`src/rtl/address_sequencer_pkg.sv`:
```
// Shared state encoding and mode constants for the address sequencer.
package address_sequencer_pkg;

  typedef enum logic {
    ST_IDLE = 1'b0,
    ST_RUN  = 1'b1
  } state_t;

  localparam logic MODE_CONT   = 1'b0;
  localparam logic MODE_SINGLE = 1'b1;

endpackage

```
`src/rtl/address_sequencer.sv`:
```
// Byte address stream generator (base + n*stride << BYTE_SHIFT) with ready/valid
// backpressure, continuous or single-shot passes and pass-boundary config re-latch.
module address_sequencer
  import address_sequencer_pkg::*;
#(
  parameter int ADDR_WIDTH   = 32,
  parameter int COUNT_WIDTH  = 13,
  parameter int STRIDE_WIDTH = 8,
  parameter int BYTE_SHIFT   = 2
) (
  input  logic                    clk,
  input  logic                    resetn,
  input  logic                    sclr,
  input  logic                    start,
  input  logic                    mode,
  input  logic [COUNT_WIDTH-1:0]  count_max,
  input  logic [ADDR_WIDTH-1:0]   base,
  input  logic [STRIDE_WIDTH-1:0] stride,
  input  logic                    ready,
  output logic [ADDR_WIDTH-1:0]   address,
  output logic                    valid,
  output logic                    last,
  output logic                    busy,
  output logic                    done
);

  state_t                  r_state,     w_state_nxt;
  logic                    r_mode,      w_mode_nxt;
  logic [COUNT_WIDTH-1:0]  r_count,     w_count_nxt;
  logic [COUNT_WIDTH-1:0]  r_count_max, w_count_max_nxt;
  logic [STRIDE_WIDTH-1:0] r_stride,    w_stride_nxt;
  logic [ADDR_WIDTH-1:0]   r_address,   w_address_nxt;
  logic                    r_done,      w_done_nxt;
  logic                    w_run;
  logic                    w_last;

  // Stride is zero-extended before the shift so the step never sign-extends.
  function automatic logic [ADDR_WIDTH-1:0] f_step(input logic [STRIDE_WIDTH-1:0] s);
    return {{(ADDR_WIDTH-STRIDE_WIDTH){1'b0}}, s} << BYTE_SHIFT;
  endfunction

  assign w_run  = (r_state == ST_RUN);
  // Gated by RUN so the reset-time match of count==count_max_reg==0 stays hidden.
  assign w_last = w_run && (r_count == r_count_max);

  always_comb begin
    w_state_nxt     = r_state;
    w_mode_nxt      = r_mode;
    w_count_nxt     = r_count;
    w_count_max_nxt = r_count_max;
    w_stride_nxt    = r_stride;
    w_address_nxt   = r_address;
    w_done_nxt      = 1'b0;

    if (sclr) begin
      w_state_nxt   = ST_IDLE;
      w_count_nxt   = '0;
      w_address_nxt = '0;
    end else begin
      unique case (r_state)
        ST_IDLE: begin
          if (start) begin
            w_state_nxt     = ST_RUN;
            w_mode_nxt      = mode;
            w_count_max_nxt = count_max;
            w_stride_nxt    = stride;
            w_count_nxt     = '0;
            w_address_nxt   = base;
          end
        end
        ST_RUN: begin
          if (ready) begin
            if (!w_last) begin
              w_count_nxt   = r_count + COUNT_WIDTH'(1);
              w_address_nxt = r_address + f_step(r_stride);
            end else if (r_mode == MODE_SINGLE) begin
              w_state_nxt = ST_IDLE;
              w_done_nxt  = 1'b1;
            end else begin
              // Wrap: fresh config takes effect with no bubble.
              w_mode_nxt      = mode;
              w_count_max_nxt = count_max;
              w_stride_nxt    = stride;
              w_count_nxt     = '0;
              w_address_nxt   = base;
            end
          end
        end
        default: w_state_nxt = ST_IDLE;
      endcase
    end
  end

  always_ff @(posedge clk or negedge resetn) begin
    if (!resetn) begin
      r_state     <= ST_IDLE;
      r_mode      <= 1'b0;
      r_count     <= '0;
      r_count_max <= '0;
      r_stride    <= '0;
      r_address   <= '0;
      r_done      <= 1'b0;
    end else begin
      r_state     <= w_state_nxt;
      r_mode      <= w_mode_nxt;
      r_count     <= w_count_nxt;
      r_count_max <= w_count_max_nxt;
      r_stride    <= w_stride_nxt;
      r_address   <= w_address_nxt;
      r_done      <= w_done_nxt;
    end
  end

  assign address = r_address;
  assign valid   = w_run;
  assign busy    = w_run;
  assign last    = w_last;
  assign done    = r_done;

endmodule

```
`config.mk`:
```
export PLATFORM = sky130hd
export DESIGN_NAME = address_sequencer
export DESIGN_NICKNAME = d
export VERILOG_FILES = /design/src/rtl/address_sequencer_pkg.sv /design/src/rtl/address_sequencer.sv
export SDC_FILE = /design/constraint.sdc
export NUM_CORES = 1
export LEC_CHECK = 0
export CAP_MARGIN = 20
export CORE_MARGIN = 3
export CORE_UTILIZATION = 35
export DETAILED_ROUTE_END_ITERATION = 8
export PLACE_DENSITY = 0.59
export SLEW_MARGIN = 5
export SYNTH_ARGS = -nofsm -noshare
export SYNTH_HDL_FRONTEND = slang
export SYNTH_SLANG_ARGS = --single-unit
```
`constraint.sdc`:
```
create_clock -name clk -period 5.25 [get_ports clk]
set_input_delay 0.525 -clock clk [delete_from_list [all_inputs] [get_ports clk]]
set_output_delay 0.525 -clock clk [all_outputs]
set_load 0.01 [all_outputs]
```
# Word level (Yosys, flattened, before mapping)
# Index checks and enable logic that the tools add are counted.
# op_classes
addsub,2
eq_ne,8
n_mux,38
n_bitwise,2
reduce_logical,4
# ops
cell,count
32-bit two-way mux,5
13-bit two-way mux,9
32-bit one-hot mux with 2 select lines,1
13-bit one-hot mux with 2 select lines,2
32-bit by 10-bit adder with 32-bit output,1
8-bit two-way mux,4
8-bit one-hot mux with 2 select lines,1
1-bit two-way mux,14
13-bit by 1-bit adder with 13-bit output (second input constant),1
13-bit == test,1
2-bit != test (second input constant),4
3-bit != test (second input constant),2
5-bit AND reduction,1
4-bit != test (second input constant),1
1-bit one-hot mux with 2 select lines,2
4-bit AND reduction,1
3-bit AND reduction,1
1-bit NOT,2
1-bit logical AND,1
# word_totals
register_bits,69
out_inout_bits,36
word_cells,61

# Longest topological paths before layout
# depth
word_depth,6
depth_mapped,9
mapped_depth_nobuf,9

# Least setup slack after synthesis
# Ideal clock, no wire load.
# synth_timing
path_type,reg2reg
start,"reg r_address[2], in the netlist address[2]"
end,"reg r_address[22], in the netlist address[22]"
setup_ns,0.116
arrival_ns,2.245
required_time_ns,5.134
setup_slack_ns,2.890
path_stages_with_launch,10
n_path_buf,0
path_cell_list,dfrtp_1 ha_1 inv_1 fa_1 nor2b_1 o211ai_1 a21oi_1 and3_1 nand3_1 o311ai_0
# synth_via
elab_chain_cells,5
# synth_lines
item,line,text
start: declaration,address_sequencer.sv:32,"logic [ADDR_WIDTH-1:0] r_address, w_address_nxt;"
start signal: assignment,address_sequencer.sv:109,r_address <= w_address_nxt;
32-bit by 10-bit adder with 32-bit output,address_sequencer.sv:75,w_address_nxt = r_address + f_step(r_stride);
32-bit two-way mux,address_sequencer.sv:73,if (!w_last) begin
32-bit two-way mux,address_sequencer.sv:72,if (ready) begin
32-bit one-hot mux with 2 select lines,address_sequencer.sv:60,unique case (r_state)
32-bit two-way mux,address_sequencer.sv:55,if (sclr) begin
# Every way passes these cells. The select of a mux whose other input is x is not followed.
# A chain may end at the register's enable or synchronous reset.

# Worst setup path in the final report
# layout_timing
start,reg r_count[7]
end,"reg r_address[28], in the netlist address[28]"
# layout_via
elab_chain_cells,6
word_cells_on_any_way,8
classes_between,eq/ne (2); mux (4); reduce/logical (2)
# layout_lines
item,line,text
start: declaration,address_sequencer.sv:29,"logic [COUNT_WIDTH-1:0] r_count, w_count_nxt;"
start signal: assignment,address_sequencer.sv:106,r_count <= w_count_nxt;
13-bit == test (*),address_sequencer.sv:44,assign w_last = w_run && (r_count == r_count_max);
1-bit logical AND (*),address_sequencer.sv:44,
32-bit two-way mux,address_sequencer.sv:73,
32-bit two-way mux,address_sequencer.sv:72,
32-bit one-hot mux with 2 select lines,address_sequencer.sv:60,
32-bit two-way mux,address_sequencer.sv:55,
# Mark *: on every way between the ends. The rest lies on a longest branch, timed or not. The select of a mux whose other input is x is not followed.

==> key figures <==
Layout
  • Multi-input gate area in the final layout: 0.002252 mm²
  • Post-layout nets: 638
  • Growth of design area from synthesis to finish: 31.19%
  • Antenna Cells: 0
  • Share of final-layout standard cells stronger than drive strength 1: 0.06098
  • Area occupied by registers: 0.001727 mm²
  • Utilization after layout: 0.4729
  • Fillers: 1,145
  • Final Instance Area: 0.005446 mm²

Timing
  • Total of endpoints with negative setup slack in the final report: 0
  • Worst Max-Slew Pin Slew: 1047 ps
  • Final-report max-slew violation count: 0
  • Worst slew margin relative to its limit: 0.2992
  • RSZ-0062 raised after global routing: false
  • Clock Skew: 7.435 ps
  • Time the worst path needs with I/O delays and setup: 3036 ps
  • Fin crit share: 0.5782
  • Total Negative Setup Slacks: 0 ps
  • Highest clock frequency the design can meet: 329.4 MHz
  • Final count of hold timing violations: 0

Job
  • Total of max-cap violations: 0

Floorplanning
  • Vert. Die Dim: 114.9 µm
  • Die W: 114.9 µm
  • Starting density of the core: 0.3605
  • Core Footprint: 0.01152 mm²
  • FP Rows: 39
  • Top-level port count: 95
  • Die Area: 0.01320 mm²

Clock network
  • Count of hold buffers inserted by post-cts repair: 0
  • Clock Sinks: 69
  • Clk Latency, worst-skew pair: 330 ps
  • Number of setup buffers added after CTS: 0
  • Number of H-tree levels: 3
  • Clock tree from TritonCTS: done
  • Number of gates resized after cts: 0
  • Clock-pin slew of the registers on the worst-case setup and hold paths: 60 ps
  • Max clock buf depth: 2
  • TritonCTS Buffers: 9
  • Clock tree root buffer cell: clkbuf_16

Setup path
  • Maximum fanout along the worst path: 45
  • CP endpoint kind: flop
  • Type of the worst setup path: flop to flop
  • Data required, critical path: 5500 ps
  • Data arrival at the endpoint of the critical path: 3290 ps
  • Kind of start point of the critical path: flop

Route
  • Via Count: 4,002
  • Routed via count divided by cell count: 5.582
  • Initial DRT Pass Iterations: 7
  • Final routed DRC violation total: 0
  • Routed length per instance: 17.36 µm
  • Post-detailed-routing wire length: 12,450 µm
  • Count of routing violations after the opening detailed-route iteration: 324
  • Detail Route Antenna Nets: 0

Synth
  • Synth Net Count: 551
  • Mapped Area: 0.004151 mm²
  • Sequential cell area fraction in the yosys report: 0.4159
  • Number of flops mapped to enable cells by yosys: 0
  • Yosys warns: 0
  • Most used flip-flop cell after synthesis: dfrtp_1
  • Fraction of synthesis flops using an asynchronous set or reset pin: 1.000
  • Distinct cell type count of the synthesized netlist: 60
  • Number of storage elements in the synthesis netlist: 69
  • Count of mapped cells out of synthesis: 482
  • Mean instance size in the synthesized netlist: 8.613 µm²

Placement
  • Placed standard-cell area: 0.005176 mm²
  • Placed wire-length estimate after detailed placement: 8793 µm
  • Routability cong.: 0.8609
  • Total of buffers placed on input and output ports: 94

Power and ir drop
  • Power density over the cells: 299.9 mW/mm²
  • Worst-case vdd ir drop: 0.1302 mV
  • Static Leak: 2.201 nW
  • Total chip power: 1.634 mW

Run status
  • Run status: completed

Global route
  • Remaining global-route overflow: 0
  • Via count of the first global-routing pass: 3,952
  • Pin count of the biggest net entering global routing: 51
  • Gr usage total: 0.1933
  • Antenna violations before repair: 0
  • Wire length of the first global-routing pass: 20,410 µm

Min path
  • Classification of the worst-slack hold path: input port to asynchronous set/reset pin
[worst paths after layout]
path,from,depth (start not counted),end,slack (ps)
worst max-delay path,r_count[7],7,address[28],2210
worst min-delay path,resetn,1,address[13],140
worst max register to register,r_count[7],7,address[28],2210
worst min register to register,r_stride[4],2,r_stride[4],490
max in group asynchronous,resetn,2,r_count[3],4090
min in group clk,r_stride[4],2,r_stride[4],490
[through the flow]
stage | cells | hold slack (ps) | setup WS [ps]
floorplan | 482 | 229.4 | 2890
global placement | 701 | 470.6 | 2341
detailed placement | 701 | 477.5 | 2283
CTS | 717 | 148.4 | 2232
global route | 717 | 173.3 | 2030
finish | 717 | 141.5 | 2214
[placed cells by master, fill, tap and decap left out, drive strengths merged, types with 10 or more instances in the layout]
cell           Yosys  final
nand4             10     10
clkdlybuf4s50      0     93
nor2              27     27
dfrtp             69     69
nand3             27     27
a21oi             20     20
nor3              15     15
clkbuf             8     12
a211oi            12     12
inv               14     14
nand2            106    106
o21ai             39     39
xnor2             15     15
[layout make-up]
class                           instances  area share
Multi-Input combinational cell        377      0.4135
Sequential cell                        69      0.3170
Clock buffer                           12     0.04526
Inverter                               14    0.009649
Tap cell                              143     0.03285
Timing Repair Buffer                   98      0.1773
Clock inverter                          4    0.004365
[synth_stat cells (5+ instances only)]
master | instances | area, µm²
nand2_1 | 106 | 397.9
dfrtp_1 | 69 | 1727
o21ai_0 | 34 | 170.2
nor2_1 | 27 | 101.4
nand3_1 | 25 | 125.1
a21oi_1 | 20 | 100.1
nor3_1 | 15 | 75.07
inv_1 | 14 | 52.55
xnor2_1 | 13 | 113.9
a211oi_1 | 12 | 90.09
buf_2 | 9 | 45.04
ha_1 | 9 | 112.6
clkbuf_1 | 8 | 30.03
nand4_1 | 8 | 50.05
o211ai_1 | 8 | 60.06
or3_1 | 7 | 43.79
and2_1 | 6 | 37.54
a22o_1 | 5 | 43.79
and3_1 | 5 | 31.28
o21ai_1 | 5 | 25.02
[layer usage]
layer | GRT usage | share of wire
met2 | 0.2820 | 0.42
met3 | 0.03789 | 0.074
met4 | 0.06808 | 0.018
met1 | 0.2854 | 0.49
met5 | 0 | 0
[where the power goes]
part	switching [mW]	internal, mW	total, mW
clock	0.231	0.331	0.562
combinational	0.220	0.192	0.412
sequential	0.0653	0.594	0.660
total	0.516	1.12	1.63
[worst max-delay path: stages, from the launching register on]
cell	delay, ps
dfrtp_1	440
xnor2_1	320
nand2_1	190
o41ai_4	360
buf_4	450
nand3_1	740
o32a_1	370
o21ai_1	80
[registers in the layout (all words and copies together) (netlist names)]
signal	flops
address	32
r_count	13
r_count_max	13
r_stride	8
busy	1
done	1
r_mode	1
[logic make-up after synthesis]
group | Yosys count | synth area share
simple gates | 223 | 0.2583
xor+xnor | 16 | 0.03737
compound gates | 128 | 0.2149
fa+ha+maj | 10 | 0.03195
flops | 69 | 0.4159
buf+inv | 36 | 0.04159
No activity file was read; power rests on OpenSTA's default activity.
